**src/rtl/mac_sipo_rx.sv**
```systemverilog
// mac_sipo_rx: reassembles two-byte frames from the MAC serializer into
// 16-bit words and buffers them in a small FIFO drained by valid/ready.
// Frames are delimited by the serializer load strobe (ld): the low byte
// follows one cycle after ld and the high byte follows two cycles after ld.
module mac_sipo_rx #(
  parameter int DEPTH = 4,
  parameter int CNT_W = 8
) (
  input  logic                     clk,
  input  logic                     rst_n,
  input  logic                     ld,
  input  logic [7:0]               q,
  output logic [15:0]              word,
  output logic                     word_valid,
  input  logic                     word_ready,
  output logic                     overflow,
  input  logic                     clr_err,
  output logic [CNT_W-1:0]         drop_cnt,
  output logic [$clog2(DEPTH):0]   level
);

  localparam int AW = $clog2(DEPTH);
  localparam int LW = AW + 1;

  typedef enum logic [1:0] {IDLE, LO, HI} state_t;

  state_t          state_q, state_d;
  logic [7:0]      lo_q, lo_d;
  logic [LW-1:0]   wptr_q, wptr_d;
  logic [LW-1:0]   rptr_q, rptr_d;
  logic [LW-1:0]   level_q, level_d;
  logic            valid_q, valid_d;
  logic            ovf_q, ovf_d;
  logic [CNT_W-1:0] drop_q, drop_d, drop_base;
  logic [15:0]     mem_q [DEPTH];

  logic            push, abort, pop, full, wr_en, ovf_evt;
  logic [15:0]     push_word;

  // Frame framing FSM: capture low byte, then push {high, low} on the high byte.
  always_comb begin
    // NOTE: every signal driven here gets a default first so no latch is inferred.
    state_d   = state_q;
    lo_d      = lo_q;
    push      = 1'b0;
    abort     = 1'b0;
    push_word = {q, lo_q};
    case (state_q)
      IDLE: begin
        if (ld) state_d = LO;
      end
      LO: begin
        lo_d = q;
        if (ld) begin
          // Serializer reloaded before the high byte: the frame is lost.
          abort   = 1'b1;
          state_d = LO;
        end else begin
          state_d = HI;
        end
      end
      HI: begin
        push    = 1'b1;
        state_d = ld ? LO : IDLE;
      end
      default: state_d = IDLE;
    endcase
  end

  // FIFO pointer/occupancy update and error bookkeeping.
  always_comb begin
    full    = (level_q == LW'(DEPTH));
    pop     = valid_q && word_ready;
    // A full FIFO still accepts a word when the head leaves in the same cycle.
    wr_en   = push && (!full || pop);
    ovf_evt = push && full && !pop;

    wptr_d  = wptr_q + LW'(wr_en);
    rptr_d  = rptr_q + LW'(pop);
    level_d = level_q;
    if (wr_en && !pop)      level_d = level_q + LW'(1);
    else if (!wr_en && pop) level_d = level_q - LW'(1);
    valid_d = (level_d != '0);

    // Events in the clearing cycle win over clr_err.
    ovf_d     = (ovf_q & ~clr_err) | ovf_evt;
    drop_base = clr_err ? '0 : drop_q;
    drop_d    = drop_base;
    if (abort && (drop_base != '1)) drop_d = drop_base + CNT_W'(1);
  end

  // Control state registers.
  always_ff @(posedge clk or negedge rst_n) begin
    // NOTE: sequential state uses non-blocking assignments so all flops update together.
    if (!rst_n) begin
      state_q <= IDLE;
      lo_q    <= '0;
      wptr_q  <= '0;
      rptr_q  <= '0;
      level_q <= '0;
      valid_q <= 1'b0;
      ovf_q   <= 1'b0;
      drop_q  <= '0;
    end else begin
      state_q <= state_d;
      lo_q    <= lo_d;
      wptr_q  <= wptr_d;
      rptr_q  <= rptr_d;
      level_q <= level_d;
      valid_q <= valid_d;
      ovf_q   <= ovf_d;
      drop_q  <= drop_d;
    end
  end

  // FIFO storage write.
  always_ff @(posedge clk) begin
    // NOTE: storage is not reset; entries are only visible through valid pointers.
    if (wr_en) mem_q[wptr_q[AW-1:0]] <= push_word;
  end

  // Head word is forced to zero when empty so reset shows word=0.
  assign word       = valid_q ? mem_q[rptr_q[AW-1:0]] : 16'h0000;
  assign word_valid = valid_q;
  assign overflow   = ovf_q;
  assign drop_cnt   = drop_q;
  assign level      = level_q;

endmodule

```
**config.mk**
```make
export PLATFORM = sky130hd
export DESIGN_NAME = mac_sipo_rx
export DESIGN_NICKNAME = d
export VERILOG_FILES = /design/src/rtl/mac_sipo_rx.sv
export SDC_FILE = /design/constraint.sdc
export NUM_CORES = 1
export LEC_CHECK = 0
export CAP_MARGIN = 30
export CORE_MARGIN = 3
export CORE_UTILIZATION = 50
export DETAILED_ROUTE_END_ITERATION = 16
export GPL_TIMING_DRIVEN = 0
export PLACE_DENSITY = 0.72
export SLEW_MARGIN = 10
export SYNTH_ARGS = -nofsm -noshare
export SYNTH_HDL_FRONTEND = slang
export SYNTH_SLANG_ARGS = --single-unit
```
**constraint.sdc**
```tcl
create_clock -name clk -period 2.4 [get_ports clk]
set_input_delay 0.48 -clock clk [delete_from_list [all_inputs] [get_ports clk]]
set_output_delay 0.48 -clock clk [all_outputs]
set_load 0.01 [all_outputs]
```
==> impl_metrics.csv <==
group,metric,value,unit
status,status,"completed",
synth,synth_xor_area_frac,0.01649,
job,cap_violations,0,
synth,synth.net_count,253,
sta,worst_pin_slew,0.6337,ns
synth,ys_warn_count,0,
routing,drcViolationCount,0,
sta,maxSlewHeadroom,0.5762,
global_route,grt_pass1_vias,2205,
critical_path,cp.required,1.92,ns
synth,avgSynthCellArea,15.89,um^2
synth,synth_mux_area_frac,0.09963,
sta,finClkSkew,0.01117,ns
cells_and_area,nets,316,
synth,synthAdderAreaFrac,0.02020,
critical_path,end_kind,"primary output",
floorplanning,dieHeight,92.23,um
sta,fmax,0.4328,GHz
global_route,antenna_found_initial,0,
floorplanning,die_w,92.23,um
placed_design,hpwl,4373,um
clocking,clk_pin_slew,0.08,ns
placed_design,dp_cells,374,
synth,synth_top_cells_by_count,"64 x edfxtp_1, 31 x nand2_1, 27 x dfrtp_1",
synth,synth_edf_count,64,
sta,drv_slew,0,
clocking,root_buffer,"clkbuf_8",
routing,vias,2105,
sta,setup_tns,0,ns
routing,drt_first_pass_iters,5,
pwr,power_density,1007,nW/um^2
clocking,ctsHoldBuffers,0,
synth,synth_top_cell_area_share,0.5170,
global_route,grt.overflow.total,0,
critical_path,crit_buf_inv,4,
sta,fin_ws,0.08968,ns
global_route,grt_first_pass_wirelength,11250,um
cells_and_area,stdcell_count,398,
cells_and_area,drive_above_1_share,0.2318,
clocking,numCtsBuffers,9,
cells_and_area,area_delta_synth_final,24.74,%
placed_design,gp_congestion,0.7563,
placed_design,io_buffers,41,
global_route,grt_max_degree,18,
synth,ys_ff_latch,91,
critical_path,cp_max_fo,5,
sta,period_share,0.9626,
synth,synth_seq_area_share,0.6988,
routing,wl_per_cell,16.68,um
routing,wl,6639,um
clocking,cts.sinks,91,
sta,hold_violations,0,
critical_path,cpMostUsedCell,"buf_12",
critical_path,crit_type,"reg -> out",
clocking,htree_num_levels,3,
synth,synth_cell_types,34,
floorplanning,fp.dieArea,8505,um^2
clocking,clk_latency,0.34,ns
critical_path,crit_path_top_delay_cell,"mux4_2",
clocking,cts_tree,"yes",
floorplanning,initial_core_util,0.5324,
routing,ant_nets,0,
synth,synthCells,234,
critical_path,cp_top_family,"multiplexers",
sta,fin_crit,2.310,ns
hold_path,hold_path_class,"reg -> reg",
synth,synthArstFlopShare,0.2967,
synth,synth.most_common_cell,"edfxtp_1",
global_route,grtUsageTotal,0.1771,
synth,synth_area,3717,um^2
critical_path,critPathLaunchType,"flop",
pwr,ir_worst_vdd,427.3,uV
critical_path,max_stage_delay,0.49,ns
sta,rsz0062_at_grt,"no",
synth,synthSimpleGateAreaFrac,0.1158,
routing,drt_iter0_markers,103,
pwr,p_leak,1.753,nW
floorplanning,core_area,6982,um^2
critical_path,arrival,1.83,ns
synth,synthTopCellsByArea,"edfxtp_1 52%, dfrtp_1 18%, mux4_2 9.7%, nand2_1 3.1%, and2_1 2.7%",
synth,synth_top_family_by_area,"simple AND/OR/NAND/NOR gates",
synth,yosysTopAreaCell,"edfxtp_1",
sta,setup_viol,0,
cells_and_area,num_antenna_cells,0,
synth,synth-compound-area-share,0.03198,
synth,synth_ff_type,"edfxtp_1",
routing,vias_per_cell,5.289,
critical_path,critical_path.cell_chain,"buf_6 -> buf_12 -> buf_12 -> mux4_2 -> and2_1 -> buf_2",
clocking,cts.path.max_buffers,2,
placed_design,pre_cts_ws,-0.5323,ns
floorplanning,row_count,30,
floorplanning,ioPinCount,42,
==> what timing repair did <==
action / CTS / global route
hold endpoints to repair: 0 / 0
resized for setup: 48 / 17
setup buffers: 8 / 1
pin swaps: 1 / 2
setup endpoints to repair: 48 / 38
==> flip-flops by register name, summed over array words and instances, names as in the netlist <==
name        cells
level           3
word_valid      1
rptr_q          2
overflow        1
drop_cnt        8
wptr_q          2
lo_q            8
mem_q          64
state_q         2
==> metrics by stage <==
stage / instance area, um^2 / power, W / hold slack (ns) / util
after global routing: 4637 / 0.004920 / 0.5273 / 0.6642
after global placement: 4258 / 0.003382 / 0.4820 / 0.6099
final: 4637 / 0.004668 / 0.5094 / 0.6642
after floorplan: 3727 / 0.002801 / 0.1844 / -
after detailed placement: 4330 / 0.003444 / 0.4958 / 0.6203
after CTS: 4661 / 0.004719 / 0.5140 / 0.6676
==> per-layer routing <==
metal  track usage  up-vias  part of all wire
met1        0.2294     1036              0.43
met5             0        -                 0
met3       0.04020       11             0.051
li1              -      986                 -
met2        0.2841       72              0.50
met4       0.08540        0             0.013
==> report_power, final <==
part	total (W)	switching, W	internal, W
registers	0.00201	0.000162	0.00185
logic	0.00144	0.000601	0.000841
clock network	0.00121	0.000518	0.000697
total	0.00467	0.00128	0.00339
==> cells in the final DEF, fill, tap and decap left out, drive strengths merged, types with 8 or more instances in the layout <==
cell           count
dfrtp             27
mux4              16
inv                8
edfxtp            64
clkdlybuf4s50     25
nand2             31
and2              16
clkbuf            14
buf               25
==> final cells by class <==
class	instances	area, um^2
Inverter	6	22.52
Tap cell	96	120.1
Fill cell	512	2345
Clock inverter	6	111.4
Multi-Input combinational cell	129	1087
Buffer	7	58.81
Sequential cell	91	2600
Clock buffer	10	127.6
Timing Repair Buffer	53	509.2
==> path summary, 6_finish.rpt <==
| check | from | endpoint | slack, ns | depth (start not counted) |
|---|---|---|---|---|
| worst max-delay path | rptr_q[0] | word[8] | 0.09 | 6 |
| max in group asynchronous | rst_n | wptr_q[1] | 1.36 | 2 |
| worst min-delay path | state_q[0] | state_q[0] | 0.51 | 1 |
| min in group asynchronous | rst_n | overflow | 0.52 | 1 |
| worst max register to register | word_valid | mem_q[3][9] | 0.30 | 5 |
| worst min register to register | state_q[0] | state_q[0] | 0.51 | 1 |
==> cells by family (layout without fill, tap and decap cells) <==
logic type / count (synthesis) / count (layout)
mux: 17 / 17
fa+ha+maj: 6 / 6
xor+xnor: 7 / 7
flops: 91 / 91
buf+inv: 14 / 82
compound gates: 16 / 16
simple gates: 83 / 83
Note: power is estimated with default switching activity, not from simulation.
